`src/rtl/quadrature_decoder.sv`:
```
// -----------------------------------------------------------------------------
// quadrature_decoder
//   Turns a bouncy, asynchronous 2-phase quadrature encoder (A/B) into a
//   wrapping position count. Each raw input is synchronized, A and B are
//   debounced independently, and a small INIT/RUN FSM primes the previous-state
//   register before any step is decoded. Steps are counted in x4 (every legal
//   Gray transition) or x1 (only the 10<->00 transition) mode.
//
// Ports
//   CLOCK_50  in   1   system clock, the only clock
//   KEY       in   4   [0] async active-low reset, [1] active-low error clear
//   SW        in   18  [0] run, [1] invert direction, [2] mode (1=x4, 0=x1)
//   GPIO      in   36  [0] phase A, [1] phase B (asynchronous, bouncy)
//   LEDR      out  18  position count, zero-extended above CNT_W
//   LEDG      out  8   [0] last step up, [1] last step down, [2] sticky error,
//                      [3] primed, [7:4] zero
// -----------------------------------------------------------------------------
module quadrature_decoder #(
   parameter int SYNC_STAGES = 2,
   parameter int DEB_CYCLES  = 500,
   parameter int CNT_W       = 18
) (
   input  logic        CLOCK_50,
   input  logic [3:0]  KEY,
   input  logic [17:0] SW,
   input  logic [35:0] GPIO,
   output logic [17:0] LEDR,
   output logic [7:0]  LEDG
);

   localparam int             DW      = $clog2(DEB_CYCLES + 1);
   localparam logic [DW-1:0]  DEB_MAX = DW'(DEB_CYCLES - 1);

   typedef enum logic [0:0] {
      ST_INIT = 1'b0,
      ST_RUN  = 1'b1
   } state_t;

   logic                   rst_n;
   logic [SYNC_STAGES-1:0] sync_a_q, sync_b_q, sync_k_q;
   logic                   sync_a_s, sync_b_s, sync_k_s;
   logic [1:0]             sync_ab_s, sync_ab_nxt_s;
   logic                   stab_a_q, stab_a_d, stab_b_q, stab_b_d;
   logic [DW-1:0]          cnt_a_q, cnt_a_d, cnt_b_q, cnt_b_d;
   logic [DW-1:0]          init_cnt_q, init_cnt_d;
   logic [DW:0]            deb_a_s, deb_b_s;
   state_t                 state_q, state_d;
   logic [1:0]             prev_q, prev_d, cur_s;
   logic [CNT_W-1:0]       pos_q, pos_d;
   logic [1:0]             dir_q, dir_d;
   logic                   err_q, err_d, primed_q, primed_d;
   logic                   fwd_s, bwd_s, illegal_s, x1_edge_s, up_s;
   logic                   unused_s;

   assign rst_n    = KEY[0];
   assign unused_s = ^{KEY[3:2], SW[17:3], GPIO[35:2]};

   // One debounce step: returns {next stable, next counter}.
   function automatic logic [DW:0] deb_step(input logic sync_v, input logic stab_v,
                                            input logic [DW-1:0] cnt_v);
      logic [DW:0] r;
      if (sync_v != stab_v) begin
         if (cnt_v == DEB_MAX) begin
            r = {sync_v, {DW{1'b0}}};
         end else begin
            r = {stab_v, cnt_v + DW'(1)};
         end
      end else begin
         r = {stab_v, {DW{1'b0}}};
      end
      return r;
   endfunction

   assign sync_a_s      = sync_a_q[SYNC_STAGES-1];
   assign sync_b_s      = sync_b_q[SYNC_STAGES-1];
   assign sync_k_s      = sync_k_q[SYNC_STAGES-1];
   assign sync_ab_s     = {sync_a_s, sync_b_s};
   // Value the last synchronizer stage takes on the next edge.
   assign sync_ab_nxt_s = {sync_a_q[SYNC_STAGES-2], sync_b_q[SYNC_STAGES-2]};
   assign deb_a_s       = deb_step(sync_a_s, stab_a_q, cnt_a_q);
   assign deb_b_s       = deb_step(sync_b_s, stab_b_q, cnt_b_q);

   // Step classification of the debounced pair against the previous pair.
   assign cur_s     = {stab_a_q, stab_b_q};
   assign fwd_s     = (prev_q == 2'b00 && cur_s == 2'b01) || (prev_q == 2'b01 && cur_s == 2'b11) ||
                      (prev_q == 2'b11 && cur_s == 2'b10) || (prev_q == 2'b10 && cur_s == 2'b00);
   assign bwd_s     = (prev_q == 2'b01 && cur_s == 2'b00) || (prev_q == 2'b11 && cur_s == 2'b01) ||
                      (prev_q == 2'b10 && cur_s == 2'b11) || (prev_q == 2'b00 && cur_s == 2'b10);
   assign illegal_s = ((prev_q ^ cur_s) == 2'b11);
   assign x1_edge_s = (prev_q == 2'b10 && cur_s == 2'b00) || (prev_q == 2'b00 && cur_s == 2'b10);
   assign up_s      = fwd_s ^ SW[1];

   // Input synchronizer chains for A, B and the error-clear key.
   always_ff @(posedge CLOCK_50 or negedge rst_n) begin
      if (!rst_n) begin
         sync_a_q <= '0;
         sync_b_q <= '0;
         sync_k_q <= '0;
      end else begin
         sync_a_q <= {sync_a_q[SYNC_STAGES-2:0], GPIO[0]};
         sync_b_q <= {sync_b_q[SYNC_STAGES-2:0], GPIO[1]};
         sync_k_q <= {sync_k_q[SYNC_STAGES-2:0], KEY[1]};
      end
   end

   // Next-state logic: debounce, INIT/RUN FSM, step decode and counting.
   always_comb begin
      {stab_a_d, cnt_a_d} = deb_a_s;
      {stab_b_d, cnt_b_d} = deb_b_s;
      state_d    = state_q;
      init_cnt_d = init_cnt_q;
      prev_d     = prev_q;
      pos_d      = pos_q;
      dir_d      = dir_q;
      primed_d   = primed_q;
      if (!sync_k_s) begin
         err_d = 1'b0;
      end else begin
         err_d = err_q;
      end
      case (state_q)
         ST_INIT: begin
            // Restart the quiet window on the edge where the synced pair changes.
            if (sync_ab_nxt_s != sync_ab_s) begin
               init_cnt_d = '0;
            end else if (init_cnt_q == DEB_MAX) begin
               state_d    = ST_RUN;
               init_cnt_d = '0;
               prev_d     = sync_ab_s;
               stab_a_d   = sync_a_s;
               stab_b_d   = sync_b_s;
               cnt_a_d    = '0;
               cnt_b_d    = '0;
               primed_d   = 1'b1;
            end else begin
               init_cnt_d = init_cnt_q + DW'(1);
            end
         end
         ST_RUN: begin
            prev_d = cur_s;
            // Illegal wins over error clear; otherwise count qualified steps.
            if (illegal_s) begin
               err_d = 1'b1;
            end else if ((fwd_s || bwd_s) && SW[0] && (SW[2] || x1_edge_s)) begin
               if (up_s) begin
                  pos_d = pos_q + CNT_W'(1);
                  dir_d = 2'b01;
               end else begin
                  pos_d = pos_q - CNT_W'(1);
                  dir_d = 2'b10;
               end
            end else begin
               pos_d = pos_q;
            end
         end
         default: begin
            state_d = ST_INIT;
         end
      endcase
   end

   // State registers.
   always_ff @(posedge CLOCK_50 or negedge rst_n) begin
      if (!rst_n) begin
         stab_a_q   <= 1'b0;
         stab_b_q   <= 1'b0;
         cnt_a_q    <= '0;
         cnt_b_q    <= '0;
         init_cnt_q <= '0;
         state_q    <= ST_INIT;
         prev_q     <= 2'b00;
         pos_q      <= '0;
         dir_q      <= 2'b00;
         err_q      <= 1'b0;
         primed_q   <= 1'b0;
      end else begin
         stab_a_q   <= stab_a_d;
         stab_b_q   <= stab_b_d;
         cnt_a_q    <= cnt_a_d;
         cnt_b_q    <= cnt_b_d;
         init_cnt_q <= init_cnt_d;
         state_q    <= state_d;
         prev_q     <= prev_d;
         pos_q      <= pos_d;
         dir_q      <= dir_d;
         err_q      <= err_d;
         primed_q   <= primed_d;
      end
   end

   assign LEDR = 18'(pos_q);
   assign LEDG = {4'b0000, primed_q, err_q, dir_q};

endmodule

```
`config.mk`:
```
export PLATFORM = sky130hd
export DESIGN_NAME = quadrature_decoder
export DESIGN_NICKNAME = d
export VERILOG_FILES = /design/src/rtl/quadrature_decoder.sv
export SDC_FILE = /design/constraint.sdc
export NUM_CORES = 1
export LEC_CHECK = 0
export CORE_ASPECT_RATIO = 0.75
export CORE_UTILIZATION = 45
export DETAILED_ROUTE_END_ITERATION = 16
export PLACE_DENSITY_LB_ADDON = 0.25
export SLEW_MARGIN = 40
export SYNTH_ARGS = -nofsm -noshare
export SYNTH_HDL_FRONTEND = slang
export SYNTH_SLANG_ARGS = --single-unit
export TNS_END_PERCENT = 100
```
`constraint.sdc`:
```
create_clock -name CLOCK_50 -period 6.2 [get_ports CLOCK_50]
set_input_delay 1.24 -clock CLOCK_50 [delete_from_list [all_inputs] [get_ports CLOCK_50]]
set_output_delay 1.24 -clock CLOCK_50 [all_outputs]
set_load 0.01 [all_outputs]
```
==> results.rst <==
.. list-table::
   :header-rows: 1

   * - Metric
     - Value
   * - Largest stage delay on the critical path
     - 0.60 ns
   * - Number of enable-type register cells in the synthesized netlist
     - 0
   * - CP Launch Point
     - SW[1]
   * - Fraction of registers with async set/reset
     - 100%
   * - Register-to-Register Path Depth
     - 11
   * - H-tree lvl count
     - 3
   * - Cell count after synthesis
     - 333
   * - Skew-Pair Late Insertion Delay
     - 0.33 ns
   * - Layout Nets
     - 422
   * - Critical Path End Type
     - register
   * - Overall routing resource usage
     - 18.6%
   * - Min-delay src
     - sync_k_q[0]
   * - Root cell of the clock tree
     - sky130_fd_sc_hd__clkbuf_8
   * - Overall die area
     - 7390 µm²
   * - Portion of the clock cycle consumed by the worst path in the final layout
     - 69.1%
   * - Maximum clock skew at final layout
     - 0.00628 ns
   * - Maximum vdd ir drop
     - 142 µV
   * - End of the worst hold path
     - sync_k_q[1]
   * - Synth top area share
     - 47.3%
   * - Startpoint of the worst register-to-register path
     - stab_b_q
   * - Max-Cap Viols
     - 0
   * - Capture point of the worst reg-to-reg path
     - LEDR[16]
   * - Final sum of negative setup slack
     - 0 ns
   * - Count of different cell masters after synthesis
     - 49
   * - Growth of design area from synthesis to finish
     - 15.4%
   * - Max Transition Viols Final
     - 0
   * - Post-layout worst setup margin
     - 1.92 ns
   * - Post-synth top flop
     - sky130_fd_sc_hd__dfrtp_1
   * - Maximum count of clock buffers along a single path
     - 2
   * - Largest fanout on the critical path
     - 22
   * - Classification of the worst-slack hold path
     - reg2reg
   * - Fmax
     - 0.233 GHz
   * - Top-count cell post-synth
     - sky130_fd_sc_hd__dfrtp_1
   * - Reg2Reg Setup Slack
     - 2.59 ns
   * - Buffers plus inverters on the worst setup path
     - 1
   * - RSZ-0062 raised after global routing
     - false
   * - Initial core utilization
     - 46.7%
   * - Critical Path Slowest Stage Cell
     - sky130_fd_sc_hd__or2_1
   * - Largest cells by area after synthesis
     - sky130_fd_sc_hd__dfrtp_1 (47%), sky130_fd_sc_hd__xnor2_1 (5.8%), sky130_fd_sc_hd__nor2_1 (5.2%), sky130_fd_sc_hd__xor2_1 (5.0%), sky130_fd_sc_hd__o21ai_0 (3.3%)
   * - Data arrival at the endpoint of the critical path
     - 4.54 ns
   * - Antenna violation net count after detailed routing
     - 0
   * - Flip-flop and latch count after synthesis
     - 60
   * - Maximum number of pins on one net before global-route repair
     - 61
   * - Antenna cell count
     - 0
   * - Clock slew at reported path FFs
     - 0.06 ns
   * - Static Leakage
     - 0.00168 µW
   * - Top cell family by delay on the critical path
     - simple AND/OR/NAND/NOR gates
   * - Overall die height
     - 74.7 µm
   * - Post-CTS setup repair buffer count
     - 0
   * - Clock sink count
     - 60
   * - Number of hold violations in the final report
     - 0
   * - Result of the run
     - finished clean
   * - Max_slew headroom
     - 51.9%
   * - Wirelength per Cell
     - 13.5 µm
   * - Number of hold-repair buffers added at the cts stage
     - 0
   * - Post-synthesis cell area
     - 3170 µm²
   * - Final setup violation count
     - 0
   * - Total global routing overflow
     - 0
   * - Post-synthesis sequential area ratio
     - 47.3%
   * - Min cycle time layout
     - 4.28 ns
   * - Category of the worst setup path launch point
     - input pin
   * - Post-DR vias/cell
     - 5.41
   * - Post_cts resized
     - 0
   * - Number of cells traversed by the worst hold path
     - 0
   * - Core Box Area
     - 6800 µm²
   * - Placement row count
     - 26
   * - Fraction of layout cells with a size suffix above 1
     - 8.03%
   * - Post-route DRC violation count
     - 0
   * - Half-perimeter wire length of the detailed placement result
     - 3.98 mm
   * - Antenna violations before repair
     - 0
   * - Vias after detailed routing
     - 2,407
   * - Critical path class
     - in2reg
   * - Num CTS Buffers
     - 9
   * - Fill cell instance count of the final layout
     - 612
   * - Required time at the worst-slack endpoint
     - 6.46 ns
   * - Power density over the cells
     - 215 nW/µm²
   * - Count of TritonRoute iterations in the first routing pass
     - 4
   * - Post-Place Worst Slack
     - 1.67 ns
   * - Clock tree from TritonCTS
     - yes
   * - Wire length of the first global-routing pass
     - 10.6 mm
   * - Critical-path cell list
     - clkdlybuf4s50_1 > a21boi_1 > or2_1 > xnor2_1 > ha_1 > nor3_1 > nand2_1 > or3_1 > a2111oi_0 > o21ai_0 > a31oi_1
   * - Final RePlAce weighted congestion
     - 0.840
   * - Worst-margin pin slew
     - 0.722 ns
   * - Avg Cell Area, Syn
     - 9.53 µm²
   * - Routed wire length
     - 6.00 mm
   * - Ports
     - 85
   * - Total of warnings raised by yosys
     - 0
   * - Via count of the first global-routing pass
     - 2,360
   * - Library cell occupying the most area in the post-synthesis netlist
     - sky130_fd_sc_hd__dfrtp_1
   * - Post-synth top cells
     - sky130_fd_sc_hd__dfrtp_1 (60), sky130_fd_sc_hd__nor2_1 (44), sky130_fd_sc_hd__nand2_1 (23)
   * - DIE WIDTH
     - 99.0 µm
   * - Buffers on Ports
     - 29
   * - Number of DRC violations after detailed-routing iteration 0
     - 113
-- area by class of cell --
class	instances	area [µm²]	area share [%]
flip-flops and latches	60	1500	41.0
multi-input cells	253	1550	42.4
inverters	4	15.0	0.410
well taps	84	105	2.87
repair buffers	30	297	8.10
clock inverters	2	35.0	0.957
clock buffers	12	155	4.24
-- cells by family (layout without fill, tap and decap cells) --
family	Yosys count	in the layout	synth area share, %
AOI/OAI and AO/OA	45	45	8.48
xor gates and xnor gates	39	39	10.8
adders and majority gates	5	5	1.97
buffers and inverters	23	48	4.10
DFF	60	60	47.3
muxes	5	5	1.66
other	1	4	0.118
and+or+nand+nor	155	155	25.6
-- cell usage in the layout, fill, tap and decap left out, drive strengths merged, types with 5 or more instances in the layout --
| cell type | count |
|---|---|
| or4 | 5 |
| or2 | 6 |
| xnor2 | 21 |
| nor2 | 44 |
| nand2 | 23 |
| nand2b | 5 |
| o21ai | 21 |
| nand3 | 16 |
| xor2 | 18 |
| or3 | 9 |
| nand4 | 15 |
| clkdlybuf4s50 | 28 |
| dfrtp | 60 |
| nor3 | 11 |
| clkbuf | 12 |
| ha | 5 |
| a21oi | 10 |
| and3 | 10 |
-- worst max-delay path by stage --
stage	to	slack, ns	cells after the start
global placement	LEDR[16]	1.72	11
detailed placement	LEDR[16]	1.67	11
CTS	LEDR[16]	2.01	11
global route	LEDR[16]	1.56	11
floorplan	LEDR[16]	2.39	13
finish	LEDR[16]	1.92	11
-- flip-flops by register name, indices dropped and copies added, names as in the netlist --
signal	cells
LEDR	18
cnt_a_q	9
cnt_b_q	9
init_cnt_q	9
dir_q	2
prev_q	2
sync_a_q	2
sync_b_q	2
sync_k_q	2
err_q	1
primed_q	1
stab_a_q	1
stab_b_q	1
state_q	1
-- report_power, final --
part | switching (µW) | leakage [µW] | internal, µW
combinational | 24.4 | 0.000761 | 13.9
sequential | 5.88 | 0.000818 | 398
clock | 142 | 0.0000983 | 203
total | 172 | 0.00168 | 614
-- layer usage --
layer / track usage [%] / part of all wire [%] / wire length, µm / up-vias
li1: - / - / - / 1198
met4: 8.29 / 1.6 / 95 / 0
met5: 0 / 0 / 0 / -
met1: 23.3 / 49 / 2950 / 1162
met2: 31.2 / 46 / 2730 / 37
met3: 4.74 / 3.7 / 224 / 10
-- stage by stage --
| stage | std cells | area (µm²) | hold slack [ns] | power [µW] | util, % |
|---|---|---|---|---|---|
| after floorplan | 336 | 3180 | 0.331 | 434 | - |
| after global placement | 431 | 3470 | 0.334 | 449 | 51.0 |
| after detailed placement | 431 | 3470 | 0.350 | 450 | 51.0 |
| after CTS | 445 | 3660 | 0.364 | 800 | 53.8 |
| after global routing | 445 | 3660 | 0.376 | 819 | 53.8 |
| final | 445 | 3660 | 0.363 | 786 | 53.8 |
Note: power is estimated with default switching activity, not from simulation.
